File: src/rtl/lane_dly_step_ctrl.sv
// lane_dly_step_ctrl
//   Step sequencer for one DDR4 PHY lane. It takes a step command: an optional
//   LOAD, then N MOVE taps on the RX or TX DQS delay line. It emits spaced
//   LOAD/MOVE strobes with DELAY_LINE_SEL/DIRECTION held steady, and brackets
//   them with HS_IO_CLK_PAUSE. It tracks the RX/TX tap positions and aborts on
//   a lane out-of-range flag or when a move would pass a tap bound.
// Ports
//   FAB_CLK, RESET            clock, synchronous active-high reset
//   CMD_*                     command handshake and fields (captured on accept)
//   *_DELAY_LINE_OUT_OF_RANGE lane range flags (sampled on last gap cycle only)
//   DELAY_LINE_*              strobes/levels to the lane controller
//   HS_IO_CLK_PAUSE           pause request around the strobe train
//   BUSY, DONE, DONE_STATUS   progress / completion (status held until next DONE)
//   STEPS_DONE, RX_TAP, TX_TAP  progress counter and tracked tap positions

// Per-line tap tracker; one instance per delay line.
module lane_dly_tap_trk #(
    parameter logic [7:0] TAP_INIT = 8'd1
) (
    input  logic       clk,
    input  logic       reset,
    input  logic       ld,
    input  logic       mv,
    input  logic       dir,
    output logic [7:0] tap
);
    always_ff @(posedge clk) begin
        if (reset)   tap <= TAP_INIT;
        else if (ld) tap <= TAP_INIT;
        else if (mv) tap <= dir ? tap + 8'd1 : tap - 8'd1;
    end
endmodule

module lane_dly_step_ctrl #(
    parameter int         PAUSE_SETUP = 4,
    parameter int         STEP_GAP    = 3,
    parameter int         PAUSE_HOLD  = 4,
    parameter logic [7:0] TAP_INIT    = 8'd1,
    parameter logic [7:0] TAP_MAX     = 8'd255
) (
    input  logic       FAB_CLK,
    input  logic       RESET,
    input  logic       CMD_VALID,
    output logic       CMD_READY,
    input  logic       CMD_LOAD,
    input  logic       CMD_SEL,
    input  logic       CMD_DIR,
    input  logic [7:0] CMD_STEPS,
    input  logic       RX_DELAY_LINE_OUT_OF_RANGE,
    input  logic       TX_DELAY_LINE_OUT_OF_RANGE,
    output logic       DELAY_LINE_SEL,
    output logic       DELAY_LINE_LOAD,
    output logic       DELAY_LINE_DIRECTION,
    output logic       DELAY_LINE_MOVE,
    output logic       HS_IO_CLK_PAUSE,
    output logic       BUSY,
    output logic       DONE,
    output logic [1:0] DONE_STATUS,
    output logic [7:0] STEPS_DONE,
    output logic [7:0] RX_TAP,
    output logic [7:0] TX_TAP
);
    localparam int NUM_LINES = 2;

    typedef enum logic [2:0] {
        S_IDLE, S_PAUSE_ON, S_STROBE, S_GAP, S_PAUSE_OFF, S_DONE
    } state_t;

    state_t     state_q, state_d;
    logic [7:0] cnt_q, cnt_d;
    logic       sel_q, sel_d, dir_q, dir_d;
    logic       load_pend_q, load_pend_d;
    logic       cur_load_q, cur_load_d;
    logic [7:0] steps_left_q, steps_left_d;
    logic [7:0] steps_done_d;
    logic [1:0] st_q, st_d;

    logic [NUM_LINES-1:0][7:0] tap;
    logic [7:0] tap_sel, tap_eff;
    logic       oor_sel, tap_ld, tap_mv, go_next;

    assign tap_sel = tap[sel_q];
    assign oor_sel = sel_q ? TX_DELAY_LINE_OUT_OF_RANGE : RX_DELAY_LINE_OUT_OF_RANGE;
    assign RX_TAP  = tap[0];
    assign TX_TAP  = tap[1];

    for (genvar i = 0; i < NUM_LINES; i++) begin : g_line
        lane_dly_tap_trk #(.TAP_INIT(TAP_INIT)) u_trk (
            .clk   (FAB_CLK),
            .reset (RESET),
            .ld    (tap_ld && (sel_q == 1'(i))),
            .mv    (tap_mv && (sel_q == 1'(i))),
            .dir   (dir_q),
            .tap   (tap[i])
        );
    end

    always_ff @(posedge FAB_CLK) begin
        if (RESET) begin
            state_q      <= S_IDLE;
            cnt_q        <= '0;
            sel_q        <= 1'b0;
            dir_q        <= 1'b0;
            load_pend_q  <= 1'b0;
            cur_load_q   <= 1'b0;
            steps_left_q <= '0;
            STEPS_DONE   <= '0;
            st_q         <= '0;
        end else begin
            state_q      <= state_d;
            cnt_q        <= cnt_d;
            sel_q        <= sel_d;
            dir_q        <= dir_d;
            load_pend_q  <= load_pend_d;
            cur_load_q   <= cur_load_d;
            steps_left_q <= steps_left_d;
            STEPS_DONE   <= steps_done_d;
            st_q         <= st_d;
        end
    end

    always_comb begin
        state_d      = state_q;
        cnt_d        = cnt_q;
        sel_d        = sel_q;
        dir_d        = dir_q;
        load_pend_d  = load_pend_q;
        cur_load_d   = cur_load_q;
        steps_left_d = steps_left_q;
        steps_done_d = STEPS_DONE;
        st_d         = st_q;
        tap_ld       = 1'b0;
        tap_mv       = 1'b0;
        tap_eff      = tap_sel;
        go_next      = 1'b0;

        case (state_q)
            S_IDLE: if (CMD_VALID) begin
                sel_d        = CMD_SEL;
                dir_d        = CMD_DIR;
                load_pend_d  = CMD_LOAD;
                steps_left_d = CMD_STEPS;
                steps_done_d = '0;
                st_d         = 2'b00;
                if (CMD_LOAD || CMD_STEPS != 8'd0) begin
                    state_d = S_PAUSE_ON;
                    cnt_d   = 8'(PAUSE_SETUP - 1);
                end else begin
                    state_d = S_DONE;
                end
            end
            S_PAUSE_ON: begin
                if (cnt_q == 8'd0) go_next = 1'b1;
                else               cnt_d   = cnt_q - 8'd1;
            end
            S_STROBE: begin
                state_d    = S_GAP;
                cnt_d      = 8'(STEP_GAP - 1);
                cur_load_d = load_pend_q;
                if (load_pend_q) load_pend_d  = 1'b0;
                else             steps_left_d = steps_left_q - 8'd1;
            end
            S_GAP: begin
                if (cnt_q != 8'd0) begin
                    cnt_d = cnt_q - 8'd1;
                end else if (oor_sel) begin
                    state_d = S_PAUSE_OFF;
                    cnt_d   = 8'(PAUSE_HOLD - 1);
                    st_d    = 2'b10;
                end else begin
                    // Commit the strobe; the bound check below must see the
                    // tap as it will be after this edge.
                    if (cur_load_q) begin
                        tap_ld  = 1'b1;
                        tap_eff = TAP_INIT;
                    end else begin
                        tap_mv       = 1'b1;
                        tap_eff      = dir_q ? tap_sel + 8'd1 : tap_sel - 8'd1;
                        steps_done_d = STEPS_DONE + 8'd1;
                    end
                    go_next = 1'b1;
                end
            end
            S_PAUSE_OFF: begin
                if (cnt_q == 8'd0) state_d = S_DONE;
                else               cnt_d   = cnt_q - 8'd1;
            end
            S_DONE:  state_d = S_IDLE;
            default: state_d = S_IDLE;
        endcase

        // Pick the next strobe, or wind down the pause.
        if (go_next) begin
            if (load_pend_q) begin
                state_d = S_STROBE;
            end else if (steps_left_q != 8'd0) begin
                if (dir_q ? (tap_eff == TAP_MAX) : (tap_eff == 8'd0)) begin
                    state_d = S_PAUSE_OFF;
                    cnt_d   = 8'(PAUSE_HOLD - 1);
                    st_d    = 2'b11;
                end else begin
                    state_d = S_STROBE;
                end
            end else begin
                state_d = S_PAUSE_OFF;
                cnt_d   = 8'(PAUSE_HOLD - 1);
            end
        end
    end

    // Outputs are registered from the next state, so they line up with it.
    always_ff @(posedge FAB_CLK) begin
        if (RESET) begin
            CMD_READY            <= 1'b1;
            DELAY_LINE_SEL       <= 1'b0;
            DELAY_LINE_LOAD      <= 1'b0;
            DELAY_LINE_DIRECTION <= 1'b0;
            DELAY_LINE_MOVE      <= 1'b0;
            HS_IO_CLK_PAUSE      <= 1'b0;
            BUSY                 <= 1'b0;
            DONE                 <= 1'b0;
            DONE_STATUS          <= 2'b00;
        end else begin
            CMD_READY            <= (state_d == S_IDLE);
            BUSY                 <= (state_d != S_IDLE);
            DELAY_LINE_SEL       <= (state_d != S_IDLE) && sel_d;
            DELAY_LINE_DIRECTION <= (state_d != S_IDLE) && dir_d;
            DELAY_LINE_LOAD      <= (state_d == S_STROBE) && load_pend_d;
            DELAY_LINE_MOVE      <= (state_d == S_STROBE) && !load_pend_d;
            HS_IO_CLK_PAUSE      <= (state_d == S_PAUSE_ON) || (state_d == S_STROBE) ||
                                    (state_d == S_GAP) || (state_d == S_PAUSE_OFF);
            DONE                 <= (state_d == S_DONE);
            if (state_d == S_DONE) DONE_STATUS <= st_d;
        end
    end
endmodule

File: config.mk
export PLATFORM = sky130hd
export DESIGN_NAME = lane_dly_step_ctrl
export DESIGN_NICKNAME = d
export VERILOG_FILES = /design/src/rtl/lane_dly_step_ctrl.sv
export SDC_FILE = /design/constraint.sdc
export NUM_CORES = 1
export LEC_CHECK = 0
export CAP_MARGIN = 20
export CORE_UTILIZATION = 30
export CTS_CLUSTER_DIAMETER = 200
export CTS_CLUSTER_SIZE = 12
export DETAILED_ROUTE_END_ITERATION = 6
export PLACE_DENSITY = 0.47
export SLEW_MARGIN = 20
export SYNTH_ARGS = -nofsm -noshare
export SYNTH_HDL_FRONTEND = slang
export SYNTH_SLANG_ARGS = --single-unit
File: constraint.sdc
create_clock -name FAB_CLK -period 11.65 [get_ports FAB_CLK]
set_input_delay 2.33 -clock FAB_CLK [delete_from_list [all_inputs] [get_ports FAB_CLK]]
set_output_delay 2.33 -clock FAB_CLK [all_outputs]
set_load 0.05 [all_outputs]
Word level (Yosys, flattened, before mapping) --
Index checks and enable logic that the tools add are counted. W data, S select, Z words.
Cells by class: muxes and demuxes 65, $lt $le $gt $ge 1, bitwise logic cells 1, eq/ne operators 15, reduce and logical (&&, ||, !) cells 28, $add $sub $neg 9
Operator list (count):
- $mux W8 | 24
- $sub A8 B1 Y8 const B | 5
- $add A8 B1 Y8 const B | 4
- $pmux W8 S2 | 2
- $pmux W8 S4 | 1
- $mux W3 | 9
- $reduce_bool A8 Y1 | 3
- $mux W1 | 18
- $logic_not A8 Y1 | 2
- $pmux W3 S5 | 1
- $mux W2 | 7
- $eq A3 B2 Y1 const B | 4
- $ne A2 B2 Y1 const B | 5
- $eq A3 B3 Y1 const B | 3
- $eq A8 B8 Y1 const B | 1
- $logic_and A1 B1 Y1 | 8
- $eq A3 B1 Y1 const B | 2
- $logic_not A3 Y1 | 2
- $reduce_or A2 Y1 | 3
- $reduce_and A5 Y1 | 1
- $logic_or A1 B1 Y1 | 4
- $pmux W1 S2 | 2
- $pmux W2 S2 | 1
- $reduce_bool A2 Y1 | 2
- other kinds (5) | 5
Word-level totals: input bits 16, logic and storage cells 139, register bits after elaboration 59

Logic depth before layout (Yosys ltp) --
Gate-level depths: netlist of run 1.
depth in word-level cells 18, depth in mapped cells 14, gate-level depth less buffers 12

Hierarchy --
A second synthesis of run 1 with hierarchy kept.
Unflattened totals: cells, all modules 488, area, all modules 4027.6 µm²
By module, submodules not included:
- lane_dly_step_ctrl | instances 1, cells each 350, area each 2826.5 µm²
- lane_dly_tap_trk at g_line[0].u_trk | instances 1, cells each 69, area each 606.8 µm²
- lane_dly_tap_trk at g_line[1].u_trk | instances 1, cells each 69, area each 594.3 µm²

Worst setup path after synthesis of run 1 --
Ideal clock, no wire load.
kind input port to flip-flop, start in TX_DELAY_LINE_OUT_OF_RANGE, end reg DELAY_LINE_LOAD, slack 7.208 ns, data required time 11.562 ns, data arrival time 4.354 ns, stages on the path 10, cells stage by stage mux2_2 -> nor4_4 -> buf_6 -> nor2_1 -> nor3_1 -> mux2i_2 -> a21oi_2 -> or2_1 -> buf_6 -> nor4_2
Between the ends: longest elaborated chain between the ends 12
RTL lines:
- start, declared | line 50 | input logic TX_DELAY_LINE_OUT_OF_RANGE,
- $mux W1 * | line 83 | assign oor_sel = sel_q ? TX_DELAY_LINE_OUT_OF_RANGE : RX_DELAY_LINE_OUT_OF_RANGE;
- $mux W8 | line 166 | end else if (oor_sel) begin
- $mux W8 | line 164 | if (cnt_q != 8'd0) begin
- $mux W8 | line 137 | case (state_q)
- $eq A8 B8 Y1 / $logic_not A8 Y1 (equally long branches) | line 197 | if (dir_q ? (tap_eff == TAP_MAX) : (tap_eff == 8'd0)) begin
- $mux W1 | line 197
- $mux W3 | line 197
- $mux W3 | line 196 | end else if (steps_left_q != 8'd0) begin
- $mux W3 | line 194 | if (load_pend_q) begin
- $mux W3 * | line 193 | if (go_next) begin
- $eq A3 B2 Y1 * | line 228 | DELAY_LINE_LOAD <= (state_d == S_STROBE) && load_pend_d;
- $logic_and A1 B1 Y1 * | line 228
- end signal, assigned | line 228
- end, declared | line 52 | output logic DELAY_LINE_LOAD,
Mark *: on every way between the ends. The rest lies on a longest branch, timed or not. A chain may end at the register's enable or synchronous reset.

Final worst setup path of run 1 --
start in TX_DELAY_LINE_OUT_OF_RANGE, end reg DELAY_LINE_MOVE
Between the ends: longest elaborated chain between the ends 12
RTL lines:
- $mux W1 * | line 83
- $mux W8 | line 166
- $mux W8 | line 164
- $mux W8 | line 137
- $eq A8 B8 Y1 / $logic_not A8 Y1 (equally long branches) | line 197
- $mux W1 | line 197
- $mux W3 | line 197
- $mux W3 | line 196
- $mux W3 | line 194
- $mux W3 * | line 193
- $eq A3 B2 Y1 * | line 229 | DELAY_LINE_MOVE <= (state_d == S_STROBE) && !load_pend_d;
- $logic_and A1 B1 Y1 * | line 229
- end signal, assigned | line 229
- end, declared | line 54 | output logic DELAY_LINE_MOVE,
Marks and branches as above.

==> run_results.csv, run 1 <==
group,metric,value,unit
timing,fin_crit_sh,44.5,%
drt,post-route-drc-count,0,
synth,synthCells,472,
drt,top_layer_used,"met4",
synth,synth_seq_cells,59,
critical_path,worstPathCellList,"clkdlybuf4s50_1 > mux2_2 > nor4_4 > and2b_1 > a31oi_2 > and3_1 > mux2i_2 > a21oi_2 > or2_1 > nor4_2",
die,fp-row-count,40,
clock_tree,cts_tree,"yes",
die,ios,50,
synth,synth_nets,514,
clock_tree,clk_pin_slew_worst_paths,0.05,ns
drt,vias,3457,
critical_path,reg2reg_to,"DELAY_LINE_MOVE",
global_routing,grt_pass1_wl,16600,um
drt,first_iter_violations,187,
synth,synthFlopType,"dfxtp_1",
clock_tree,cts.sinks,59,
power,powerDensity,222,nW/um2
finish,area_growth,24.7,%
critical_path,r2r_start,"sel_q",
drt,dr_wl_met3,338,um
die,die_y,115,um
clock_tree,cts-buffers-inserted,9,
synth,synth_edf_count,0,
synth,synth_area,3800,um2
critical_path,cpMaxStageDelayCell,"nor4_4",
finish,antenna_cells,0,
timing,slew_headroom,39.3,%
outcome,status,"completed",
clock_tree,insertion_delay,0.33,ns
timing,finClkSkew,0.00531,ns
global_routing,antenna_found_initial,0,
synth,syn_area_per_cell,8.05,um2
drt,met2WireLength,4490,um
timing,tightest_slew,0.909,ns
synth,ys_seq_area_share,31.1,%
timing,rsz0062_at_grt,"no",
timing,hold_viol,0,
place,place.gp.congestion,0.766,
synth,synthTopCellsByArea,"dfxtp_1, ha_1, nor2_1",
synth,ys_types,64,
power,ir_worst_vdd,79.7,uV
clock_tree,cts_buffer_depth,2,
global_routing,grt_max_degree,31,
worst_hold_path,hold_end,"st_q[0]",
critical_path,critPathCaptureType,"flip-flop",
finish,finish.utilization,38.9,%
die,chipWidth,115,um
critical_path,required,11.89,ns
place,place_hpwl,7280,um
clock_tree,ctsResizeCount,0,
synth,synth_area_leader_cell,"dfxtp_1",
drt,drtAntennaViolNets,0,
die,initial_utilization,31.2,%
clock_tree,cts_root_buffer,"clkbuf_16",
critical_path,cp_max_fo,12,
timing,setup_viol,0,
critical_path,crit_type,"input port to flip-flop",
clock_tree,cts_setup_buffers,0,
clock_tree,htree_levels,3,
worst_hold_path,hold_path_class,"flip-flop to flip-flop",
die,core,12200,um2
critical_path,cpLargestDelayFamily,"simple AND/OR/NAND/NOR gates",
global_routing,grt_pass1_vias,3319,
worst_hold_path,whs_path_depth,2,
synth,yosysWarnings,0,
worst_hold_path,hold_start,"st_q[0]",
drt,drt-met1-wl,4990,um
drt,wl_per_cell,14.4,um
timing,slew_viol_final,0,
die,dieArea,13100,um2
drt,wl,9890,um
finish,nNetsFinal,557,
finish,layout-drive-gt1-share,7.12,%
global_routing,grt_remaining_overflow,0,
critical_path,cp-start-kind,"input port",
timing,final.setup.tns,0,ns
critical_path,cp_num_buf_inv,1,
drt,viasPerCell,5.02,
clock_tree,cts_hold_buffers,0,
critical_path,cp.arrival,5.43,ns
synth,synth_top_area_share,31.1,%
run,drv_cap,0,
critical_path,rr_worst_depth,12,
timing,period_needed,5.19,ns
place,numPortBuffers,49,
synth,ys_async_sr_fraction,0,%
timing,hold_ws,0.470,ns
critical_path,max_stage_delay,0.56,ns
critical_path,r2r_setup_slack,7.51,ns
timing,fmax,0.193,GHz
global_routing,grt_use_total,16.1,%
power,p_leak,1.76,nW
drt,first_pass_iters,4,
-- flip-flops by register name (all words and copies together) (netlist names), 2 cells and up --
| signal | cells |
|---|---|
| DONE_STATUS | 2 |
| STEPS_DONE | 8 |
| cnt_q | 8 |
| g_line.u_trk.tap | 16 |
| st_q | 2 |
| state_q | 3 |
| steps_left_q | 8 |
-- cell type report --
cell class | instances | area (um2)
fill | 1238 | 7430
inverter | 16 | 60.1
clock buffer | 12 | 256
tap | 168 | 210
timing repair buffer | 50 | 498
multi-input combinational | 379 | 2460
sequential | 59 | 1180
clock inverter | 4 | 72.6
-- synth_stat cells (6+ instances only) --
| cell type | instances |
|---|---|
| nor2b_1 | 7 |
| xor2_1 | 12 |
| o21ai_0 | 21 |
| mux2i_1 | 7 |
| mux2_2 | 7 |
| o21bai_1 | 7 |
| nand2b_1 | 11 |
| nor2_1 | 65 |
| nand2_1 | 46 |
| or3_1 | 8 |
| nor3_1 | 16 |
| inv_1 | 16 |
| dfxtp_1 | 59 |
| a211oi_1 | 6 |
| ha_1 | 23 |
| a21oi_1 | 47 |
| xnor2_1 | 10 |
| clkbuf_1 | 13 |
| nand3_1 | 10 |
-- cells in the final DEF (no fill, tap or decap), drive strengths merged, types with 4 or more instances in the layout --
cell type,count
nor2,65
or3,8
ha,23
nand2,46
nand3,10
a31oi,5
and3,4
a21oi,49
clkbuf,12
nor3,16
mux2i,8
nor2b,7
a21o,4
o31ai,4
mux2,9
clkdlybuf4s50,49
xnor2,10
o21ai,22
dfxtp,59
inv,16
xor2,12
nand2b,11
o21bai,7
a211oi,6
nor4,8
nand4,4
-- worst register-to-register path, delay by kind of cell (launching register included) --
kind,cells,cell delay (ns)
and+or+nand+nor,3,0.72
muxes,2,0.84
AOI/OAI and AO/OA,5,1.07
DFF,1,0.85
buffers and inverters,1,0.12
adders and majority gates,1,0.45
-- kinds of logic (layout without fill, tap and decap cells) --
logic type | count (synthesis) | in the layout | synth area share [%]
simple gates | 194 | 194 | 25.7
flops | 59 | 59 | 31.1
buf+inv | 34 | 82 | 4.18
compound gates | 120 | 120 | 19.9
xor+xnor | 22 | 22 | 5.07
mux | 17 | 17 | 4.88
fa+ha+maj | 26 | 26 | 9.16
-- metrics by stage --
stage | cells | setup slack [ns] | area, um2 | power (mW)
floorplan | 472 | 7.21 | 3800 | 0.661
global placement | 672 | 6.31 | 4410 | 0.763
detailed placement | 672 | 6.14 | 4410 | 0.764
CTS | 688 | 6.49 | 4740 | 1.07
global route | 688 | 6.26 | 4740 | 1.14
finish | 688 | 6.46 | 4740 | 1.05
-- how the worst max path moves through the flow --
stage,start,to,cells after the start
2_1_floorplan,TX_DELAY_LINE_OUT_OF_RANGE,DELAY_LINE_LOAD,10
3_3_place_gp,TX_DELAY_LINE_OUT_OF_RANGE,DELAY_LINE_LOAD,10
3_5_place_dp,RX_DELAY_LINE_OUT_OF_RANGE,DELAY_LINE_MOVE,10
4_1_cts,RX_DELAY_LINE_OUT_OF_RANGE,DELAY_LINE_MOVE,10
5_1_grt,RX_DELAY_LINE_OUT_OF_RANGE,DELAY_LINE_LOAD,10
6_report,TX_DELAY_LINE_OUT_OF_RANGE,DELAY_LINE_MOVE,10
-- power breakdown --
group          total (mW)  leakage (nW)  internal, mW  switching [mW]
registers           0.280         0.480         0.239          0.0415
logic               0.479          1.12         0.183           0.296
clock network       0.294         0.159         0.198          0.0950
total                1.05          1.76         0.620           0.433
-- metal layers --
| metal | vias up | track usage, % |
|---|---|---|
| li1 | 1767 | - |
| met1 | 1631 | 21.1 |
| met2 | 54 | 25.9 |
| met3 | 5 | 3.39 |
| met4 | 0 | 5.97 |
| met5 | - | 0 |
No activity file was read; power rests on OpenSTA's default activity.
==> run 2: changes to the inputs <==
- clock period: 11.65 -> 4.9 ns (I/O delays scaled with it)
==> run_results.csv, run 2 (synthesized netlist as in run 1, its figures left out) <==
group,metric,value,unit
power,ir_worst_vdd,177,uV
die,fp-row-count,40,
global_routing,grt_use_total,15.9,%
place,place_hpwl,7280,um
worst_hold_path,hold_start,"st_q[0]",
critical_path,required,5.13,ns
clock_tree,cts.sinks,59,
timing,final.setup.tns,0,ns
clock_tree,cts_root_buffer,"clkbuf_16",
finish,mostFrequentLayoutCell,"nor2_1",
critical_path,cp-start-kind,"flip-flop",
critical_path,r2r_start,"dir_q",
timing,fmax,0.252,GHz
finish,antenna_cells,0,
drt,first_iter_violations,129,
global_routing,grt_pass1_vias,3247,
die,die_y,115,um
drt,drtAntennaViolNets,0,
clock_tree,cts_setup_buffers,0,
timing,hold_viol,0,
clock_tree,cts_tree,"yes",
timing,finClkSkew,0.00474,ns
global_routing,grt_remaining_overflow,0,
die,initial_utilization,31.2,%
clock_tree,cts_buffer_depth,2,
finish,nFillCells,1255,
finish,layout-drive-gt1-share,7.49,%
finish,area_growth,26.0,%
global_routing,antenna_found_initial,0,
drt,first_pass_iters,4,
timing,setup_viol,0,
worst_hold_path,hold_end,"st_q[0]",
worst_hold_path,hold_path_class,"flip-flop to flip-flop",
drt,vias,3432,
die,chipWidth,115,um
timing,slew_viol_final,0,
finish,largest-register,"g_line.u_trk.tap",
timing,period_needed,3.97,ns
timing,rsz0062_at_grt,"no",
clock_tree,insertion_delay,0.33,ns
finish,nNetsFinal,559,
critical_path,reg2reg_to,"cnt_q[7]",
worst_hold_path,whs_path_depth,2,
drt,post-route-drc-count,0,
timing,fin_crit_sh,81.1,%
critical_path,cp_max_fo,24,
critical_path,cp.arrival,4.20,ns
run,drv_cap,0,
finish,finish.utilization,39.4,%
critical_path,crit_type,"flip-flop to flip-flop",
critical_path,r2r_setup_slack,0.93,ns
drt,viasPerCell,4.98,
timing,tightest_slew,0.926,ns
critical_path,rr_worst_depth,11,
critical_path,critPathCaptureType,"flip-flop",
timing,slew_headroom,38.2,%
die,core,12200,um2
power,p_leak,1.79,nW
clock_tree,cts_hold_buffers,0,
power,powerDensity,544,nW/um2
clock_tree,cts-buffers-inserted,9,
drt,wl,9990,um
global_routing,grt_max_degree,31,
place,place.gp.congestion,0.761,
clock_tree,clk_pin_slew_worst_paths,0.05,ns
global_routing,grt_pass1_wl,16200,um
clock_tree,ctsResizeCount,0,
finish,final_cell_mix,"nor2_1, dfxtp_1, clkdlybuf4s50_1, a21oi_1, nand2_1",
die,ios,50,
drt,wl_per_cell,14.5,um
clock_tree,htree_levels,3,
place,numPortBuffers,49,
outcome,status,"completed",
finish,largest_register_ffs,16,
die,dieArea,13100,um2
## run 2: cell types whose count changed in the layout (fill, tap and decap cells not counted)
cell / before / now
clkinvlp_4: 1 / 0
bufinv_16: 2 / 4
buf_4: 1 / 3
clkbuf_8: 2 / 1
clkbuf_1: 1 / 0
## run 2: final cells by class
class                      count  area, um2  share of cell area, %
multi-input combinational    379       2460                   51.3
sequential                    59       1180                   24.7
timing repair buffer          52        513                   10.7
clock buffer                  10        239                   4.99
tap                          168        210                   4.39
clock inverter                 5        125                   2.61
inverter                      16       60.1                   1.25
## run 2: where the power goes
group	leakage, nW	switching (mW)	total, mW	internal (mW)
registers	0.480	0.0970	0.665	0.568
logic	1.13	0.714	1.15	0.435
clock network	0.179	0.229	0.787	0.558
total	1.79	1.04	2.60	1.56
## run 2: how the worst max path moves through the flow
| stage | startpoint | endpoint | slack, ns |
|---|---|---|---|
| floorplan | sel_q | DELAY_LINE_LOAD | 1.25 |
| global placement | TX_DELAY_LINE_OUT_OF_RANGE | DELAY_LINE_LOAD | 0.90 |
| detailed placement | RX_DELAY_LINE_OUT_OF_RANGE | cnt_q[7] | 0.75 |
| CTS | dir_q | cnt_q[7] | 0.92 |
| global route | dir_q | cnt_q[7] | 0.60 |
| finish | dir_q | cnt_q[7] | 0.93 |
## run 2: routing by layer
metal | vias to the layer above | track usage [%] | share of wire, %
met1 | 1593 | 21.2 | 51
met4 | 0 | 5.28 | 1.2
met2 | 59 | 24.9 | 44
li1 | 1769 | - | -
met3 | 11 | 3.97 | 3.5
met5 | - | 0 | 0
## run 2: stage by stage
stage                     std cells  worst slack, ns  power [mW]  area, um2  hold WS (ns)
after floorplan                 472             1.25        1.57       3800         0.445
after global placement          674            0.902        1.81       4420         0.463
after detailed placement        674            0.747        1.82       4420         0.457
after CTS                       689            0.924        2.63       4790         0.470
after global routing            689            0.597        2.78       4790         0.498
final                           689            0.926        2.60       4790         0.466
## run 2: critical path, stage by stage, from the launching register on
cell and delay [ns]:
dfxtp_1 0.53, inv_1 0.51, ha_1 0.54, a21oi_1 0.20
o221ai_1 0.20, o31ai_1 0.35, a21oi_1 0.07, nor3_1 0.27
mux2i_2 0.38, a21oi_2 0.14, or2_1 0.37, a311oi_1 0.28
